==> src/rtl/tx_symbol_scheduler_pkg.sv <==
`default_nettype none
// ============================================================================
// Module   : tx_sched_pkg
// Brief    : Symbol encodings, FSM state codes and compliance pattern table.
// Revision : 1.0
// ============================================================================
package tx_sched_pkg;

  localparam logic [7:0] K28_5    = 8'hBC;
  localparam logic [7:0] K28_0    = 8'h1C;
  localparam logic [7:0] D21_5    = 8'hB5;
  localparam logic [7:0] D10_2    = 8'h4A;
  localparam logic [7:0] IDLE_SYM = 8'h00;

  localparam logic [1:0] S_NORMAL   = 2'd0;
  localparam logic [1:0] S_SKP_COM  = 2'd1;
  localparam logic [1:0] S_SKP_BODY = 2'd2;
  localparam logic [1:0] S_COMP     = 2'd3;

  typedef struct packed {
    logic [7:0] data;
    logic       k;
  } sym_t;

  localparam sym_t [0:3] COMP_PATTERN = '{
    '{K28_5, 1'b1},
    '{D21_5, 1'b0},
    '{K28_5, 1'b1},
    '{D10_2, 1'b0}
  };

endpackage
`default_nettype wire

==> src/rtl/tx_symbol_scheduler_if.sv <==
`default_nettype none
// ============================================================================
// Module   : tx_symbol_scheduler_if
// Brief    : Upstream handshake and encoder-side symbol bus of the scheduler.
// Revision : 1.0
// ============================================================================
interface tx_symbol_scheduler_if;

  logic [7:0] DATA_IN;
  logic       DATA_K_IN;
  logic       DATA_VALID;
  logic       DATA_READY;
  logic       COMPLIANCE_REQ;
  logic [7:0] oData;
  logic       TXDATAK;
  logic       TXCOMP;
  logic       SKP_ACTIVE;
  logic       COMP_ACTIVE;

  modport master (
    output DATA_IN, DATA_K_IN, DATA_VALID, COMPLIANCE_REQ,
    input  DATA_READY, oData, TXDATAK, TXCOMP, SKP_ACTIVE, COMP_ACTIVE
  );

  modport slave (
    input  DATA_IN, DATA_K_IN, DATA_VALID, COMPLIANCE_REQ,
    output DATA_READY, oData, TXDATAK, TXCOMP, SKP_ACTIVE, COMP_ACTIVE
  );

endinterface
`default_nettype wire

==> src/rtl/tx_symbol_scheduler_counter.sv <==
`default_nettype none
// ============================================================================
// Module   : skp_interval_counter
// Brief    : Counts NORMAL-mode symbols and flags when an SKP set is due.
// Revision : 1.0
// ============================================================================
module skp_interval_counter #(
  parameter int CNT_W        = 11,
  parameter int SKP_INTERVAL = 1180
) (
  input  wire logic clk,
  input  wire logic rst,
  input  wire logic en,
  input  wire logic clr,
  output logic      due
);

  logic [CNT_W-1:0] r_cnt;

  always_ff @(posedge clk) begin
    if (rst || clr) begin
      r_cnt <= '0;
    end else if (en) begin
      r_cnt <= r_cnt + 1'b1;
    end
  end

  // The scheduler stops counting while due is high, so r_cnt never passes it.
  assign due = (r_cnt == CNT_W'(SKP_INTERVAL));

endmodule
`default_nettype wire

==> src/rtl/tx_symbol_scheduler.sv <==
`default_nettype none
// ============================================================================
// Module   : tx_symbol_scheduler
// Brief    : Selects data, idle, SKP ordered sets or compliance pattern for the encoder.
// Revision : 1.0
// ============================================================================
module tx_symbol_scheduler
  import tx_sched_pkg::*;
#(
  parameter int SKP_INTERVAL = 1180,
  parameter int SKP_LEN      = 3,
  parameter int CNT_W        = 11
) (
  input  wire logic             INTERCLK,
  input  wire logic             Reset,
  tx_symbol_scheduler_if.slave  bus
);

  logic [1:0] r_state;
  logic [2:0] r_skp_idx;
  logic [1:0] r_phase;
  logic [7:0] r_data;
  logic       r_k;
  logic       r_txcomp;
  logic       r_skp_active;
  logic       r_comp_active;

  logic [1:0] w_nxt_state;
  logic [2:0] w_nxt_skp_idx;
  logic [1:0] w_nxt_phase;
  logic [7:0] w_nxt_data;
  logic       w_nxt_k;
  logic       w_nxt_txcomp;
  logic       w_nxt_skp;
  logic       w_nxt_comp;
  logic       w_cnt_en;
  logic       w_cnt_clr;
  logic       w_skp_due;
  logic       w_ready;

  skp_interval_counter #(
    .CNT_W        (CNT_W),
    .SKP_INTERVAL (SKP_INTERVAL)
  ) u_skp_cnt (
    .clk (INTERCLK),
    .rst (Reset),
    .en  (w_cnt_en),
    .clr (w_cnt_clr),
    .due (w_skp_due)
  );

  assign w_ready = !Reset && (r_state == S_NORMAL) && !w_skp_due && !bus.COMPLIANCE_REQ;
  assign bus.DATA_READY = w_ready;

  always_comb begin
    w_nxt_state   = r_state;
    w_nxt_skp_idx = r_skp_idx;
    w_nxt_phase   = r_phase;
    w_nxt_data    = IDLE_SYM;
    w_nxt_k       = 1'b0;
    w_nxt_txcomp  = 1'b0;
    w_nxt_skp     = 1'b0;
    w_nxt_comp    = 1'b0;
    w_cnt_en      = 1'b0;
    w_cnt_clr     = 1'b0;
    case (r_state)
      S_NORMAL: begin
        if (w_skp_due) begin
          w_nxt_data    = K28_5;
          w_nxt_k       = 1'b1;
          w_nxt_skp     = 1'b1;
          w_nxt_skp_idx = 3'd0;
          w_nxt_state   = S_SKP_BODY;
          w_cnt_clr     = 1'b1;
        end else if (bus.COMPLIANCE_REQ) begin
          w_nxt_data   = K28_5;
          w_nxt_k      = 1'b1;
          w_nxt_txcomp = 1'b1;
          w_nxt_comp   = 1'b1;
          w_nxt_phase  = 2'd1;
          w_nxt_state  = S_COMP;
        end else if (bus.DATA_VALID && w_ready) begin
          w_nxt_data = bus.DATA_IN;
          w_nxt_k    = bus.DATA_K_IN;
          w_cnt_en   = 1'b1;
        end else begin
          w_cnt_en = 1'b1;
        end
      end
      S_SKP_BODY: begin
        w_nxt_data    = K28_0;
        w_nxt_k       = 1'b1;
        w_nxt_skp     = 1'b1;
        w_nxt_skp_idx = r_skp_idx + 3'd1;
        if (r_skp_idx == 3'(SKP_LEN - 1)) begin
          w_nxt_state = S_NORMAL;
        end
      end
      S_COMP: begin
        w_nxt_data   = COMP_PATTERN[r_phase].data;
        w_nxt_k      = COMP_PATTERN[r_phase].k;
        w_nxt_txcomp = (r_phase == 2'd0);
        w_nxt_comp   = 1'b1;
        w_nxt_phase  = r_phase + 2'd1;
        // A pattern always completes; the request is only sampled on its last phase.
        if (r_phase == 2'd3 && !bus.COMPLIANCE_REQ) begin
          w_nxt_state = S_NORMAL;
          w_cnt_clr   = 1'b1;
        end
      end
      S_SKP_COM: begin
        w_nxt_state = S_NORMAL;
      end
      default: begin
        w_nxt_state = S_NORMAL;
      end
    endcase
  end

  always_ff @(posedge INTERCLK) begin
    if (Reset) begin
      r_state       <= S_NORMAL;
      r_skp_idx     <= 3'd0;
      r_phase       <= 2'd0;
      r_data        <= 8'h00;
      r_k           <= 1'b0;
      r_txcomp      <= 1'b0;
      r_skp_active  <= 1'b0;
      r_comp_active <= 1'b0;
    end else begin
      r_state       <= w_nxt_state;
      r_skp_idx     <= w_nxt_skp_idx;
      r_phase       <= w_nxt_phase;
      r_data        <= w_nxt_data;
      r_k           <= w_nxt_k;
      r_txcomp      <= w_nxt_txcomp;
      r_skp_active  <= w_nxt_skp;
      r_comp_active <= w_nxt_comp;
    end
  end

  assign bus.oData       = r_data;
  assign bus.TXDATAK     = r_k;
  assign bus.TXCOMP      = r_txcomp;
  assign bus.SKP_ACTIVE  = r_skp_active;
  assign bus.COMP_ACTIVE = r_comp_active;

endmodule
`default_nettype wire

==> src/flat_wrapper.sv <==
// flat-port wrapper written by rule: the top's interface ports become plain ports
module tx_symbol_scheduler_flat import tx_sched_pkg::*;
#(
  parameter int SKP_INTERVAL = 1180,
  parameter int SKP_LEN      = 3,
  parameter int CNT_W        = 11
)
  (INTERCLK, Reset, bus_DATA_IN, bus_DATA_K_IN, bus_DATA_VALID, bus_COMPLIANCE_REQ, bus_DATA_READY, bus_oData, bus_TXDATAK, bus_TXCOMP, bus_SKP_ACTIVE, bus_COMP_ACTIVE);
  tx_symbol_scheduler_if bus_i ();
  input  wire logic INTERCLK;
  input  wire logic Reset;
  input wire logic [$bits(bus_i.DATA_IN)-1:0] bus_DATA_IN;
  input wire logic [$bits(bus_i.DATA_K_IN)-1:0] bus_DATA_K_IN;
  input wire logic [$bits(bus_i.DATA_VALID)-1:0] bus_DATA_VALID;
  input wire logic [$bits(bus_i.COMPLIANCE_REQ)-1:0] bus_COMPLIANCE_REQ;
  output wire logic [$bits(bus_i.DATA_READY)-1:0] bus_DATA_READY;
  output wire logic [$bits(bus_i.oData)-1:0] bus_oData;
  output wire logic [$bits(bus_i.TXDATAK)-1:0] bus_TXDATAK;
  output wire logic [$bits(bus_i.TXCOMP)-1:0] bus_TXCOMP;
  output wire logic [$bits(bus_i.SKP_ACTIVE)-1:0] bus_SKP_ACTIVE;
  output wire logic [$bits(bus_i.COMP_ACTIVE)-1:0] bus_COMP_ACTIVE;
  assign bus_i.DATA_IN = bus_DATA_IN;
  assign bus_i.DATA_K_IN = bus_DATA_K_IN;
  assign bus_i.DATA_VALID = bus_DATA_VALID;
  assign bus_i.COMPLIANCE_REQ = bus_COMPLIANCE_REQ;
  assign bus_DATA_READY = bus_i.DATA_READY;
  assign bus_oData = bus_i.oData;
  assign bus_TXDATAK = bus_i.TXDATAK;
  assign bus_TXCOMP = bus_i.TXCOMP;
  assign bus_SKP_ACTIVE = bus_i.SKP_ACTIVE;
  assign bus_COMP_ACTIVE = bus_i.COMP_ACTIVE;
  tx_symbol_scheduler #(.SKP_INTERVAL(SKP_INTERVAL), .SKP_LEN(SKP_LEN), .CNT_W(CNT_W)) u_core (.INTERCLK(INTERCLK), .Reset(Reset), .bus(bus_i));
endmodule
==> config.mk <==
export PLATFORM = sky130hd
export DESIGN_NAME = tx_symbol_scheduler_flat
export DESIGN_NICKNAME = d
export VERILOG_FILES = /design/src/rtl/tx_symbol_scheduler_pkg.sv /design/src/rtl/tx_symbol_scheduler_if.sv /design/src/rtl/tx_symbol_scheduler_counter.sv /design/src/rtl/tx_symbol_scheduler.sv /design/src/flat_wrapper.sv
export SDC_FILE = /design/constraint.sdc
export NUM_CORES = 1
export LEC_CHECK = 0
export BUFFER_PORTS_ARGS = -buffer_cell sky130_fd_sc_hd__clkbuf_2
export CAP_MARGIN = 10
export CORE_MARGIN = 1
export CORE_UTILIZATION = 60
export DETAILED_ROUTE_END_ITERATION = 10
export PLACE_DENSITY = 0.84
export SYNTH_ARGS = -nofsm -noshare
export SYNTH_HDL_FRONTEND = slang
export SYNTH_SLANG_ARGS = --single-unit
==> constraint.sdc <==
create_clock -name INTERCLK -period 3 [get_ports INTERCLK]
set_clock_uncertainty 0.15 [all_clocks]
set_input_delay 0.6 -clock INTERCLK [delete_from_list [all_inputs] [get_ports INTERCLK]]
set_output_delay 0.6 -clock INTERCLK [all_outputs]
set_load 0.1 [all_outputs]
==> flow_summary.yaml <==
status:
  run_status: "finished clean"
layout:
  fillers: 191
  final_core_util_pct: 73.4
  stdcell_area_um2: 1870
  final_net_count: 243
  antennaDiodeCount: 0
  area_delta_synth_final_pct: 12.6
  post_route_cells_drive_above_1_share_pct: 19.4
critical_path:
  cp_max_fo: 7
  timing_worst_setup_path_type: "register to output pin"
  worst_setup_end_kind: "output pin"
  worstPathArrival_ps: 1890
  cp_data_required_time_ps: 2250
  worst_setup_path_start_kind: "register"
timing:
  timing_max_transition_violations_final: 0
  worstMarginPinSlew_ps: 543
  finalHoldViolations: 0
  max_freq_mhz: 379
  maxSlewHeadroom_pct: 63.7
  final-setup-viol-count: 0
  finalSetupTns_ps: 0
  fin_crit_ps: 2640
  grt_setup_unrepaired: "no"
  final_critical_path_share_of_the_clock_period_pct: 87.9
logic_synthesis:
  synth-seq-cells: 30
  postSynthCellCount: 191
  most_common_library_cells_after_synthesis: "sky130_fd_sc_hd__dfxtp_1 (30), sky130_fd_sc_hd__nor2_1 (21), sky130_fd_sc_hd__ha_1 (14)"
  synth_seq_area_share_pct: 36.2
  post-synth-top-count-cell: "sky130_fd_sc_hd__dfxtp_1"
  post_synth.cell_area_avg_um2: 8.68
  post_synth_instance_area_um2: 1660
  ys_dominant_reg_cell: "sky130_fd_sc_hd__dfxtp_1"
  synth_top_area_share_pct: 36.2
  synth.lib_cells_used.distinct: 48
  synth_enable_flop_cells: 0
  synth.yosys.warnings: 0
  yosys.area.top_type: "sky130_fd_sc_hd__dfxtp_1"
  post_synth_main_area_contributors: "sky130_fd_sc_hd__dfxtp_1 (36%), sky130_fd_sc_hd__ha_1 (11%), sky130_fd_sc_hd__nor2_1 (4.8%)"
  asyncSetResetFlopFracSynth_pct: 0
  postSynthNetCount: 218
floorplanning:
  die_height_um: 54.6
  initial_utilization_pct: 65.1
  num_rows: 18
  io_pins: 26
  placeableCoreArea_um2: 2540
  die_area_um2: 2980
  width_of_the_die_um: 54.6
power:
  power_density_of_the_placed_cells_nw_per_um2: 848
  p_sw_mw: 0.795
  share_of_total_power_consumed_by_net_switching_pct: 50.2
  power.clock.fraction_pct: 15.9
  worst_ir_drop_vdd_v: 0.000924
  p_comb_share_pct: 51.9
  p_leak_nw: 0.746
  power.sequential.fraction_pct: 32.2
  int_pwr_mw: 0.788
clock_tree:
  cts.reportedPaths.clkPinSlew_ps: 90
  cts-htree-levels: 2
  ctsLongestPathBuffers: 2
  clock_latency_ps: 320
  cts.hold.buffers_added: 0
  post_cts_buffers: 0
  tritoncts_clock_tree: "built"
  cts_root_buffer: "sky130_fd_sc_hd__clkbuf_4"
  cts_sinks: 30
  cts-resized-gates: 0
  cts_made_buffers: 5
global_routing:
  global_route_wire_length_before_repair_mm: 5.69
  groute.usage.overall_pct: 27.6
  initial_antenna_violation_count: 0
  grt_max_degree: 18
  global_route.overflow_total: 0
  vias_in_the_first_global_route: 1296
placement:
  place_hpwl_mm: 2.71
  gp_congestion: 0.947
  place.port_buffers: 25
  detailed_place.area_um2: 1810
route:
  wire_length_after_detailed_routing_mm: 3.59
  drt_first_iter_violations: 55
  drtPass1Iterations: 4
  post-route-drc-count: 0
  avgViaCountPerCell: 5.85
  route.antenna.remaining_nets: 0
  wl_per_cell_um: 14.5
  route.vias.total: 1444
min_path:
  worstHoldPathType: "primary input to register"
job:
  max_cap_violations: 0
## final timing paths
check | from | end | slack, ps | cells after the start
worst max-delay path | u_core.u_skp_cnt.r_cnt[0]$_SDFFE_PP0P_ | bus_DATA_READY | 360 | 6
worst min register to register | u_core.r_skp_idx[2]$_SDFFE_PP0P_ | u_core.r_skp_idx[2]$_SDFFE_PP0P_ | 350 | 2
worst max register to register | u_core.u_skp_cnt.r_cnt[10]$_SDFFE_PP0P_ | u_core.u_skp_cnt.r_cnt[4]$_SDFFE_PP0P_ | 850 | 4
worst min-delay path | bus_DATA_IN[4] | u_core.bus.oData[4]$_SDFF_PP0_ | 330 | 3
## cells by family after synthesis
group                      after synthesis  synth area share [%]
adders and majority gates               14                  10.6
xor gates and xnor gates                 7                  3.70
muxes                                    3                  1.81
and+or+nand+nor                         78                  25.7
AOI/OAI and AO/OA                       39                  17.0
DFF                                     30                  36.2
buffers and inverters                   20                  5.06
## critical path: stages (launching register included)
cell and delay, ps:
sky130_fd_sc_hd__dfxtp_1 350, sky130_fd_sc_hd__inv_1 100, sky130_fd_sc_hd__ha_1 170, sky130_fd_sc_hd__nand4bb_1 230
sky130_fd_sc_hd__o31ai_4 460, sky130_fd_sc_hd__nor2_2 90, sky130_fd_sc_hd__buf_12 180
## power by group through the flow
stage | sequential [mW] | clock, mW | combinational, mW
after CTS | 0.510 | 0.249 | 0.821
after global placement | 0.510 | 0 | 0.802
after floorplan | 0.787 | 0 | 0.389
final | 0.510 | 0.251 | 0.822
after global routing | 0.519 | 0.272 | 0.885
after detailed placement | 0.518 | 0 | 0.817
## cells in the final DEF (no fill, tap or decap), types with 2 or more instances in the layout
cell,synthesis,layout
sky130_fd_sc_hd__a211oi_1,2,2
sky130_fd_sc_hd__a21oi_1,11,11
sky130_fd_sc_hd__a31oi_1,4,4
sky130_fd_sc_hd__and3_1,2,2
sky130_fd_sc_hd__clkbuf_2,0,24
sky130_fd_sc_hd__clkbuf_4,0,5
sky130_fd_sc_hd__dfxtp_1,30,30
sky130_fd_sc_hd__ha_1,14,14
sky130_fd_sc_hd__inv_1,12,12
sky130_fd_sc_hd__mux2i_1,3,3
sky130_fd_sc_hd__nand2_1,13,13
sky130_fd_sc_hd__nand2b_1,6,6
sky130_fd_sc_hd__nand3_1,4,4
sky130_fd_sc_hd__nand4_1,2,2
sky130_fd_sc_hd__nor2_1,21,20
sky130_fd_sc_hd__nor2_2,1,2
sky130_fd_sc_hd__nor2b_1,3,3
sky130_fd_sc_hd__nor3_1,8,8
sky130_fd_sc_hd__nor3b_1,3,3
sky130_fd_sc_hd__nor4_1,3,3
sky130_fd_sc_hd__o21ai_0,7,7
sky130_fd_sc_hd__o31ai_1,2,2
sky130_fd_sc_hd__o31ai_4,2,2
sky130_fd_sc_hd__o32ai_1,2,2
sky130_fd_sc_hd__xnor2_1,6,6
## sequential cells by signal, summed over array words and instances (netlist names)
register	flops
u_core.u_skp_cnt.r_cnt	11
u_core.bus.oData	8
u_core.r_skp_idx	3
u_core.r_phase	2
u_core.r_state	2
u_core.bus.COMP_ACTIVE	1
u_core.bus.SKP_ACTIVE	1
u_core.bus.TXCOMP	1
u_core.bus.TXDATAK	1
## through the flow
stage / setup WS [ps] / power, mW / std cells / hold WS (ps)
after global routing: 246 / 1.68 / 247 / 337
after detailed placement: 586 / 1.34 / 239 / 342
after CTS: 363 / 1.58 / 247 / 338
after floorplan: 342 / 1.18 / 191 / 325
after global placement: 602 / 1.31 / 239 / 347
final: 362 / 1.58 / 247 / 334
## cell type report
cell class,instances,area (µm²),area share (%)
timing repair buffer,26,148,7.91
clock buffer,7,55.1,2.95
sequential,30,601,32.2
tap,30,37.5,2.01
clock inverter,1,5.00,0.268
multi-input combinational,141,976,52.3
inverter,12,45.0,2.41
## per-layer routing
metal | vias to the layer above | part of all wire [%] | wire (µm) | track usage (%)
li1 | 720 | - | - | -
met1 | 664 | 44 | 1580 | 33.8
met2 | 50 | 48 | 1720 | 44.7
met3 | 10 | 7.0 | 250 | 7.22
met4 | 0 | 1.3 | 46 | 13.2
met5 | - | 0 | 0 | 0
Note: power is estimated with default switching activity, not from simulation.
